File: config.mk
export PLATFORM = sky130hd
export DESIGN_NAME = mem_arbiter
export DESIGN_NICKNAME = d
export VERILOG_FILES = /design/src/rtl/mem_arbiter.sv
export SDC_FILE = /design/constraint.sdc
export NUM_CORES = 1
export LEC_CHECK = 0
export CORE_ASPECT_RATIO = 1.75
export CORE_MARGIN = 5
export CORE_UTILIZATION = 25
export DETAILED_ROUTE_END_ITERATION = 6
export GPL_ROUTABILITY_DRIVEN = 1
export PLACE_DENSITY = 0.63
export SYNTH_ARGS = -nofsm -noshare
export SYNTH_HDL_FRONTEND = slang
export SYNTH_SLANG_ARGS = --single-unit
export TNS_END_PERCENT = 1
File: constraint.sdc
create_clock -name clk -period 3 [get_ports clk]
set_clock_uncertainty 0.1 [all_clocks]
set_input_delay 0.6 -clock clk [delete_from_list [all_inputs] [get_ports clk]]
set_output_delay 0.6 -clock clk [all_outputs]
set_load 0.05 [all_outputs]
File: src/rtl/mem_arbiter.sv
// mem_arbiter: round-robin share of one valid/ready memory port between
// instruction fetch (A, read-only) and load/store (B), with response timeout.
`ifndef RISCV_ADDR_WIDTH
`define RISCV_ADDR_WIDTH 32
`endif

module mem_arbiter #(
   parameter int ADDR_WIDTH     = `RISCV_ADDR_WIDTH,
   parameter int WORD_WIDTH     = 32,
   parameter int TIMEOUT_CYCLES = 16
) (
   input  logic                  clk,
   input  logic                  rst_n,
   input  logic                  a_valid_i,
   output logic                  a_ready_o,
   input  logic [ADDR_WIDTH-1:0] a_addr_i,
   output logic [WORD_WIDTH-1:0] a_rdata_o,
   input  logic                  b_valid_i,
   output logic                  b_ready_o,
   input  logic                  b_we_i,
   input  logic [3:0]            b_be_i,
   input  logic [ADDR_WIDTH-1:0] b_addr_i,
   input  logic [WORD_WIDTH-1:0] b_wdata_i,
   output logic [WORD_WIDTH-1:0] b_rdata_o,
   output logic                  err_o,
   output logic                  mem_valid_o,
   input  logic                  mem_ready_i,
   output logic                  mem_we_o,
   output logic [3:0]            mem_be_o,
   output logic [ADDR_WIDTH-1:0] mem_addr_o,
   output logic [WORD_WIDTH-1:0] mem_wdata_o,
   input  logic [WORD_WIDTH-1:0] mem_rdata_i
);

   localparam int CW = $clog2(TIMEOUT_CYCLES + 1);

   typedef enum logic [1:0] {
      S_IDLE,
      S_ISSUE,
      S_WAIT,
      S_RESP
   } state_e;

   typedef enum logic {
      GNT_A = 1'b0,
      GNT_B = 1'b1
   } gnt_e;

   state_e          state_q;
   gnt_e            grant_q;
   gnt_e            last_q;
   gnt_e            grant_d;
   logic [CW-1:0]   cnt_q;
   logic [CW-1:0]   cnt_d;
   logic            tmo_d;

   // Contention goes to the port that did not win last time.
   always_comb begin
      grant_d = GNT_A;
      if (a_valid_i && b_valid_i) begin
         grant_d = (last_q == GNT_A) ? GNT_B : GNT_A;
      end else if (b_valid_i) begin
         grant_d = GNT_B;
      end
   end

   assign cnt_d = cnt_q + CW'(1);
   assign tmo_d = (cnt_d == CW'(TIMEOUT_CYCLES));

   always_ff @(posedge clk or negedge rst_n) begin
      if (!rst_n) begin
         state_q     <= S_IDLE;
         grant_q     <= GNT_A;
         last_q      <= GNT_B;
         cnt_q       <= '0;
         a_ready_o   <= 1'b0;
         a_rdata_o   <= '0;
         b_ready_o   <= 1'b0;
         b_rdata_o   <= '0;
         err_o       <= 1'b0;
         mem_valid_o <= 1'b0;
         mem_we_o    <= 1'b0;
         mem_be_o    <= '0;
         mem_addr_o  <= '0;
         mem_wdata_o <= '0;
      end else begin
         a_ready_o <= 1'b0;
         b_ready_o <= 1'b0;
         err_o     <= 1'b0;
         unique case (state_q)
            S_IDLE: begin
               if (a_valid_i || b_valid_i) begin
                  grant_q     <= grant_d;
                  last_q      <= grant_d;
                  mem_valid_o <= 1'b1;
                  state_q     <= S_ISSUE;
                  if (grant_d == GNT_B) begin
                     mem_we_o    <= b_we_i;
                     mem_be_o    <= b_be_i;
                     mem_addr_o  <= b_addr_i;
                     mem_wdata_o <= b_wdata_i;
                  end else begin
                     mem_we_o    <= 1'b0;
                     mem_be_o    <= 4'hF;
                     mem_addr_o  <= a_addr_i;
                     mem_wdata_o <= '0;
                  end
               end
            end
            S_ISSUE: begin
               mem_valid_o <= 1'b0;
               state_q     <= S_WAIT;
            end
            S_WAIT: begin
               cnt_q <= cnt_d;
               if (mem_ready_i) begin
                  state_q <= S_RESP;
                  if (grant_q == GNT_A) begin
                     a_ready_o <= 1'b1;
                     a_rdata_o <= mem_rdata_i;
                  end else begin
                     b_ready_o <= 1'b1;
                     b_rdata_o <= mem_we_o ? '0 : mem_rdata_i;
                  end
               end else if (tmo_d) begin
                  state_q <= S_RESP;
                  err_o   <= 1'b1;
                  if (grant_q == GNT_A) begin
                     a_ready_o <= 1'b1;
                     a_rdata_o <= '0;
                  end else begin
                     b_ready_o <= 1'b1;
                     b_rdata_o <= '0;
                  end
               end
            end
            S_RESP: begin
               cnt_q       <= '0;
               mem_we_o    <= 1'b0;
               mem_be_o    <= '0;
               mem_addr_o  <= '0;
               mem_wdata_o <= '0;
               state_q     <= S_IDLE;
            end
            default: state_q <= S_IDLE;
         endcase
      end
   end

endmodule
-- Word level (Yosys, flattened, before mapping)
Cells that the tools add are included.
- bits of input ports: 138
- register bits after elaboration: 146
- output and inout port bits: 137
- bitwise operators: 1
- multiplexer cells: 42
- add/subtract/negate cells: 1
- reduce and logical (&&, ||, !) cells: 13
- equality and inequality tests: 6
- operators by type and width (operator ; number):
    $mux W32 ; 13
    $pmux W32 S2 ; 2
    $mux W1 ; 17
    $pmux W5 S2 ; 1
    $mux W4 ; 2
    $pmux W2 S4 ; 1
    $pmux W4 S2 ; 1
    $reduce_and A2 Y1 ; 4
    $reduce_bool A2 Y1 ; 4
    $mux W2 ; 3
    $reduce_and A3 Y1 ; 2
    $add A5 B1 Y5 const B ; 1
    $eq A5 B5 Y1 const B ; 1
    $eq A2 B2 Y1 const B ; 2
    $pmux W1 S2 ; 2
    $ne A3 B3 Y1 const B ; 1
    $eq A2 B1 Y1 const B ; 1
    $logic_not A2 Y1 ; 1
    $ne A2 B2 Y1 const B ; 1
    $logic_and A1 B1 Y1 ; 1
    $logic_or A1 B1 Y1 ; 1
    $not A1 Y1 ; 1

-- Depth between registers and ports, before layout
Gate-level depths: netlist (run 1).
- word-level depth: 5
- gate-level depth with buffers: 10

-- Least setup slack after synthesis (run 1)
Ideal clock, no wire load.
- path kind: register to register
- start point: register state_q[0]
- end point: register state_q[1]
- path slack: 1034 ps
- path buffers: 2
- arrival time: 1735 ps
- library setup time: 131 ps
- cell stages (with the launch flop): 9
- required time: 2769 ps
- path through: dfrtp_1 > inv_1 > ha_1 > buf_4 > or3b_1 > buf_2 > nand3_2 > o21ai_1 > or3b_1
- longest elaborated chain between the ends: 3
- elaborated cells on any way between the ends: 8
- classes of those cells: 5 x eq/ne; 1 x mux; 2 x reduce/logical
- ends and longest elaborated chain (item ; line ; text):
    start, declared ; 49 ; state_e state_q;
    start signal, assigned ; 72 ; state_q <= S_IDLE;
    start signal, assigned ; 96 ; state_q <= S_ISSUE;
    start signal, assigned ; 112 ; state_q <= S_WAIT;
    $eq A2 B2 Y1 / $logic_not A2 Y1 (equally long branches) ; 90 ; unique case (state_q)
    $ne A3 B3 Y1 (no source line) / $ne A2 B2 Y1 (equally long branches) ; -- ;
    $reduce_and A2 Y1 (no source line) ; -- ;
Parallel ways exist; a longest one is shown, timed or not.
A chain may end at the register's enable or synchronous reset.

-- Final worst setup path (run 1)
- start point: register mem_we_o
- end point: output port mem_we_o
- RTL lines (item ; line ; text):
    start, declared ; 28 ; output logic mem_we_o,
    start signal, assigned ; 98 ; mem_we_o <= b_we_i;
No word-level cell between the ends.

==> results of run 1 <==
## per-layer routing
layer | track usage (%) | vias up
met5 | 0 | -
met4 | 7.07 | 0
met3 | 3.91 | 31
met2 | 25.0 | 189
met1 | 15.4 | 2587
li1 | - | 2588
## cell usage in the layout (no fill, tap or decap), drive strengths merged, types with 2 or more instances in the layout
master           n
a21oi            2
a22o            33
a22oi           64
a31oi            3
buf             18
bufinv           5
clkbuf          18
clkdlybuf4s50  273
clkinv           3
clkinvlp         3
dfrtp          145
ha               7
inv             72
mux2i           33
nand2           44
nand2b           2
nand3            2
nand4            2
nor2            14
nor2b            2
nor3             3
o21ai          106
or3b             2
xor2             4
## Yosys cell counts, drive strengths merged
cell type | number | area share, %
a21oi | 2 | 0.16
a22o | 33 | 4.6
a22oi | 64 | 7.6
a31oi | 3 | 0.40
and4 | 1 | 0.14
buf | 22 | 2.3
clkbuf | 20 | 1.2
dfrtp | 145 | 57
dfstp | 1 | 0.42
ha | 7 | 1.4
inv | 69 | 4.1
mux2i | 33 | 5.2
nand2 | 44 | 2.7
nand2b | 2 | 0.20
nand3 | 2 | 0.24
nand4 | 2 | 0.20
nor2 | 14 | 0.83
nor2b | 2 | 0.20
nor3 | 3 | 0.32
nor3b | 1 | 0.12
o2111ai | 1 | 0.14
o211ai | 1 | 0.12
o21ai | 106 | 8.7
o311ai | 1 | 0.14
o31a | 1 | 0.14
or3b | 2 | 0.28
xnor2 | 1 | 0.14
xor2 | 4 | 0.55
## registers in the layout (all words and copies together) (netlist names)
register     flops
a_rdata_o       32
a_ready_o        1
b_rdata_o       32
b_ready_o        1
cnt_q            5
err_o            1
grant_q          1
last_q           1
mem_addr_o      32
mem_be_o         4
mem_valid_o      1
mem_wdata_o     32
mem_we_o         1
state_q          2
## kinds of logic (layout without fill, tap and decap cells)
group / after synthesis / count (layout) / share of synthesized area [%]
fa+ha+maj: 7 / 7 / 1.39
xor+xnor: 5 / 5 / 0.694
flops: 146 / 146 / 57.9
mux: 33 / 33 / 5.23
simple gates: 73 / 73 / 5.17
compound gates: 212 / 212 / 22.0
buf+inv: 111 / 392 / 7.65
## final cells by class
type | count | area [µm²] | area share [%]
clock inverter | 14 | 228 | 2.26
inverter | 69 | 259 | 2.57
multi-input combinational | 330 | 2190 | 21.7
sequential | 146 | 3650 | 36.2
timing repair buffer | 291 | 2920 | 28.9
clock buffer | 18 | 439 | 4.35
tap | 316 | 395 | 3.92
## where the power goes
| part | total [W] | internal, W | switching [W] | leakage, nW |
|---|---|---|---|---|
| Sequential | 0.00331 | 0.00276 | 0.000553 | 1.70 |
| Combinational | 0.00656 | 0.00230 | 0.00426 | 2.67 |
| Clock | 0.00241 | 0.00151 | 0.000900 | 0.315 |
## through the flow
stage / setup slack, ns / std cells / power [W] / hold WS [ns]
detailed placement: 0.405 / 1152 / 0.00998 / 0.370
global placement: 0.454 / 1152 / 0.00990 / 0.363
CTS: 0.460 / 1184 / 0.0125 / 0.0121
global route: 0.440 / 1184 / 0.0130 / 0.0474
finish: 0.524 / 1184 / 0.0123 / 0.0178
floorplan: 1.03 / 587 / 0.00763 / 0.204
## worst max-delay path by stage
| stage | end | slack [ns] | from |
|---|---|---|---|
| final | mem_we_o | 0.52 | mem_we_o |
| after global routing | mem_we_o | 0.44 | mem_we_o |
| after CTS | mem_we_o | 0.46 | mem_we_o |
| after detailed placement | mem_addr_o[19] | 0.40 | a_valid_i |
| after global placement | mem_addr_o[0] | 0.45 | a_valid_i |
| after floorplan | state_q[1] | 1.03 | state_q[0] |
==> implementation parameters, run 1 <==
Parameter                              Value

Timing
  Max Clk Rate ... 0.404 GHz
  Tcrit/Tclk final ... 82.5%
  Max-slew headroom at the worst pin ... 59.0%
  Final slew viol count ... 0
  Worst slew pin tran ... 0.612 ns
  Unrepaired setup endpoints after global routing ... no
  Final period demand of the worst path ... 2.48 ns
  Total of endpoints with negative setup slack in the final report ... 0
  Final hold violation count ... 0
  Total negative slack for setup checks ... 0 ns

Floorplan
  Row cnt ... 77
  Die Ht ... 220 µm
  Initial core utilization ... 25.1%
  Total die area ... 28,700 µm²
  Number of primary I/O pins ... 275
  Placeable Area ... 25,100 µm²
  Floorplan die width ... 130 µm

Global routing
  Number of global-route vias before repair ... 5,490
  Initial antenna violation count ... 0
  Overall routing resource usage ... 14.2%
  Global-route wire length before repair ... 30.6 mm
  Overflow left after global routing ... 0
  Pin count of the biggest net entering global routing ... 55

Finish
  Post-route core utilization ... 40.1%
  Number of filler cells placed in the layout ... 2,410
  Area growth from synthesis to final layout ... 59.8%
  Final design area excluding fillers ... 10,100 µm²
  Fraction of layout instances using a drive strength above 1 ... 6.91%
  Post-layout net count ... 1,000
  Number of diodes ... 0

Logic synthesis
  Average cell area after synthesis ... 10.8 µm²
  Distinct cell type count after synthesis ... 38
  Total nets after synthesis ... 732
  Synth warnings ... 0
  Synthesized flop and latch total ... 146
  Area of the mapped netlist ... 6310 µm²
  Portion of the post-synthesis area used by sequential elements ... 57.9%
  Cell count after synthesis ... 587

Routing
  Post-route met1 wirelength ... 7.50 mm
  Drt initial violations ... 200
  Detail Route met2 WL ... 10.9 mm
  Antenna viol nets, final ... 0
  Aggregate routed wire length ... 20.2 mm
  Drt drc ... 0
  Met3 wirelength from detailed routing ... 1.17 mm
  Via-per-instance ratio ... 4.56
  First-pass iteration count of the detailed router ... 4
  Top layer used by detailed routing ... met4
  Average wire per standard cell ... 17.1 µm
  Via count ... 5,395

Power and ir drop
  Standby leakage power ... 4.68 nW
  Max rail drop VDD ... 0.494 mV
  Total power divided by cell area ... 1220 nW/µm²

Clock network
  Longest Clk Path Bufs ... 2
  TritonCTS clock tree ... done
  CTS Hold Buffers Added ... 0
  Clk sink count ... 146
  Clock root buffer master ... sky130_fd_sc_hd__clkbuf_16
  Number of gates resized after CTS ... 0
  CTS H-tree depth ... 4
  Number of clock buffers inserted by TritonCTS ... 17
  Clock-pin transition on the worst setup and hold timing paths ... 0.06 ns
  Setup repair bufs after CTS ... 0
  Clock insertion delay at the later pin of the skew report ... 0.43 ns

Worst setup path
  Crit path DAT ... 1.78 ns
  Class of the most critical setup path ... flip-flop to output port
  Critical Path End Type ... output port
  Number of cells on the worst reg-to-reg path ... 6
  CP Buf/Inv Count ... 1
  R2R Setup Slk ... 0.74 ns
  Crit path depth ... 1
  CP max stage cell ... sky130_fd_sc_hd__clkdlybuf4s50_1
  Cells traversed along the worst timing path ... clkdlybuf4s50_1
  CP peak stage delay ... 0.89 ns
  CP delay by family, top ... buffers and inverters
  Worst r2r dst ... mem_wdata_o[17]
  Maximum fanout encountered on the critical timing path ... 3
  Type of element launching the critical path ... flip-flop
  WP data required ... 2.30 ns
  Critical register-to-register path startpoint ... state_q[1]

Worst hold path
  Classification of the worst-slack hold path ... input port to async pin

Place
  Placed standard-cell area ... 9430 µm²
  GPL Wtd Cong ... 0.742
  Number of buffers inserted by port buffering ... 274
  HPWL after DPL ... 14.6 mm

Flow run
  Max Cap Viol ... 0

Status
  Run status ... finished, final reports clean
Power figures use the tool's default switching activity.
==> inputs of run 2 (changes only) <==
--- a/config.mk
+++ b/config.mk
@@ -10,7 +10,7 @@
 export CORE_UTILIZATION = 25
 export DETAILED_ROUTE_END_ITERATION = 6
 export GPL_ROUTABILITY_DRIVEN = 1
-export PLACE_DENSITY = 0.63
+export PLACE_DENSITY = 0.65
 export SYNTH_ARGS = -nofsm -noshare
 export SYNTH_HDL_FRONTEND = slang
 export SYNTH_SLANG_ARGS = --single-unit
==> constraint.sdc (replaced) <==
create_clock -name clk -period 2.2 [get_ports clk]
set_clock_uncertainty 0.1 [all_clocks]
set_input_delay 0.44 -clock clk [delete_from_list [all_inputs] [get_ports clk]]
set_output_delay 0.44 -clock clk [all_outputs]
set_load 0.05 [all_outputs]
==> implementation parameters, run 2 (synthesized netlist as in run 1, its figures left out) <==
Parameter                              Value

Finish
  Number of diodes ... 0 (unchanged)
  Post-layout net count ... 1,002 (+0.20%)
  Most used cells in the layout excluding fill and tap cells ... 171 x sky130_fd_sc_hd__clkdlybuf4s50_1, 145 x sky130_fd_sc_hd__dfrtp_1, 71 x sky130_fd_sc_hd__o21ai_0, 69 x sky130_fd_sc_hd__inv_1, 64 x sky130_fd_sc_hd__a22oi_1
  Area growth from synthesis to final layout ... 61.2%
  Fraction of layout instances using a drive strength above 1 ... 8.51% (+1.6 points)
  Most frequent standard cell in the layout excluding fill and tap cells ... sky130_fd_sc_hd__clkdlybuf4s50_1
  Multi-input logic area ... 2200 µm² (+0.11%)
  Count of non-filler cells in the finished layout ... 1,186 (+0.17%)
  Final design area excluding fillers ... 10,200 µm² (+0.83%)
  Number of filler cells placed in the layout ... 2,455 (+1.9%)
  Sequential cell area in the final layout ... 3650 µm² (unchanged)
  Post-route core utilization ... 40.5% (+0.33 points)

Power and ir drop
  Total power of the final layout ... 0.0163 W (+33%)
  Standby leakage power ... 5.15 nW (+10%)
  Max rail drop VDD ... 0.770 mV (+56%)
  Total power divided by cell area ... 1610 nW/µm² (+32%)

Routing
  Drt drc ... 0 (unchanged)
  Via-per-instance ratio ... 4.52 (-0.80%)
  Average wire per standard cell ... 16.7 µm (-2.4%)
  First-pass iteration count of the detailed router ... 4 (unchanged)
  Drt initial violations ... 236 (+18%)
  Aggregate routed wire length ... 19.8 mm (-2.2%)
  Antenna viol nets, final ... 0 (unchanged)
  Via count ... 5,361 (-0.63%)

Clock network
  Clock root buffer master ... sky130_fd_sc_hd__clkbuf_16
  Number of clock buffers inserted by TritonCTS ... 17 (unchanged)
  Clock insertion delay at the later pin of the skew report ... 0.43 ns (about the same)
  Clock-pin transition on the worst setup and hold timing paths ... 0.06 ns (about the same)
  Setup repair bufs after CTS ... 0 (unchanged)
  TritonCTS clock tree ... done
  CTS H-tree depth ... 4 (unchanged)
  Longest Clk Path Bufs ... 2 (unchanged)
  Clk sink count ... 146 (unchanged)

Place
  Number of buffers inserted by port buffering ... 274 (unchanged)
  Placed standard-cell area ... 9480 µm² (+0.56%)
  HPWL after DPL ... 14.1 mm (-3.4%)
  GPL Wtd Cong ... 0.734 (-1.1%)
  # placed instances ... 1,153 (+0.087%)

Worst hold path
  Classification of the worst-slack hold path ... flip-flop to flip-flop
  Hold path start ... mem_addr_o[6]
  Cells on Worst Hold Path ... 2
  Hold Path End ... mem_addr_o[6]

Global routing
  Met2 routing resource usage after global routing ... 24.4% (-0.65 points)
  Overall routing resource usage ... 13.9% (-0.31 points)
  Met3 routing resource usage after global routing ... 4.57% (+0.65 points)
  Number of global-route vias before repair ... 5,468 (-0.40%)
  Grt peak-use layer ... met2
  Initial antenna violation count ... 0 (unchanged)
  Overflow left after global routing ... 0 (unchanged)
  Global-route wire length before repair ... 30.4 mm (-0.61%)
  Pin count of the biggest net entering global routing ... 67 (+22%)
  Global-route track usage on met1 ... 15.3% (-0.11 points)

Timing
  Unrepaired setup endpoints after global routing ... no
  Final slew viol count ... 0 (unchanged)
  Total of endpoints with negative setup slack in the final report ... 0 (unchanged)
  Tcrit/Tclk final ... 97.6%
  Max Clk Rate ... 0.466 GHz
  Max-slew headroom at the worst pin ... 63.0% (+4.0 points)
  Final period demand of the worst path ... 2.15 ns
  Total negative slack for setup checks ... 0 ns (unchanged)
  Worst slew pin tran ... 0.557 ns (-0.0550 ns)
  Final hold violation count ... 0 (unchanged)

Worst setup path
  CP Buf/Inv Count ... 1 (unchanged)
  Number of cells on the worst reg-to-reg path ... 6 (unchanged)
  R2R Setup Slk ... 0.24 ns (-0.50 ns)
  Critical Path End Type ... output port
  Maximum fanout encountered on the critical timing path ... 2 (-1)
  WP data required ... 1.66 ns (-0.64 ns)
  Cells traversed along the worst timing path ... clkdlybuf4s50_1
  Crit path DAT ... 1.61 ns (-0.17 ns)
  Crit path from ... mem_addr_o[5]
  CP peak stage delay ... 0.83 ns (-0.06 ns)
  Type of element launching the critical path ... flip-flop
  Critical register-to-register path startpoint ... cnt_q[0]
  Class of the most critical setup path ... flip-flop to output port
  Worst r2r dst ... b_rdata_o[13]
  CP max stage cell ... sky130_fd_sc_hd__clkdlybuf4s50_1
  CP delay by family, top ... buffers and inverters

Floorplan
  Floorplan die width ... 130 µm (unchanged)
  Initial core utilization ... 25.1% (unchanged)
  Die Ht ... 220 µm (unchanged)
  Placeable Area ... 25,100 µm² (unchanged)
  Number of primary I/O pins ... 275 (unchanged)
  Row cnt ... 77 (unchanged)
  Total die area ... 28,700 µm² (unchanged)

Status
  Run status ... finished, final reports clean

Flow run
  Max Cap Viol ... 0 (unchanged)
-- run 2: cell types whose count changed in the layout (fill, tap and decap cells not counted), sizes merged --
cell / change
clkdlybuf4s50: -102
bufinv: -2
clkbuf: +6
dlygate4sd2: +45
dlygate4sd3: +1
clkinv: -1
inv: -3
dlymetal6s2s: +44
buf: +14
-- run 2: timing repair --
action	4_1_cts	5_1_grt
endpoints found under the hold margin	41	0
resized for setup	45	44
endpoints found under the setup margin	45	44
pin swaps	0	0
hold buffers	1	0
-- run 2: where the power goes --
group          internal (W)  switching, W  leakage [nW]
logic               0.00295       0.00582          3.14
registers           0.00376      0.000711          1.70
clock network       0.00196       0.00113         0.304
-- run 2: final cells by class --
class | count | area share [%]
Sequential cell | 146 | 35.9
Timing Repair Buffer | 293 | 29.8
Multi-Input combinational cell | 330 | 21.6
Clock buffer | 24 | 5.03
Tap cell | 316 | 3.89
Inverter | 69 | 2.55
Clock inverter | 8 | 1.20
-- run 2: metrics by stage --
step	hold WS (ns)	setup slack, ns
final	0.373	0.0520
after global routing	0.400	0.000316
after floorplan	0.0444	0.234
after CTS	0.382	0.000509
after detailed placement	0.324	0.0444
after global placement	0.324	0.0862
-- run 2: metal layers --
layer	wire length (µm)	part of all wire, %
met2	10600	54
met3	1340	6.8
met1	7250	37
met5	0	0
met4	556	2.8
-- run 2: worst max path at each step --
| stage | end | slack [ns] | depth (start not counted) |
|---|---|---|---|
| after detailed placement | state_q[1] | 0.04 | 5 |
| after global routing | b_rdata_o[18] | 0.0003 | 1 |
| final | mem_addr_o[5] | 0.05 | 1 |
| after floorplan | state_q[1] | 0.23 | 8 |
| after global placement | state_q[1] | 0.09 | 5 |
| after CTS | mem_wdata_o[28] | 0.0005 | 1 |
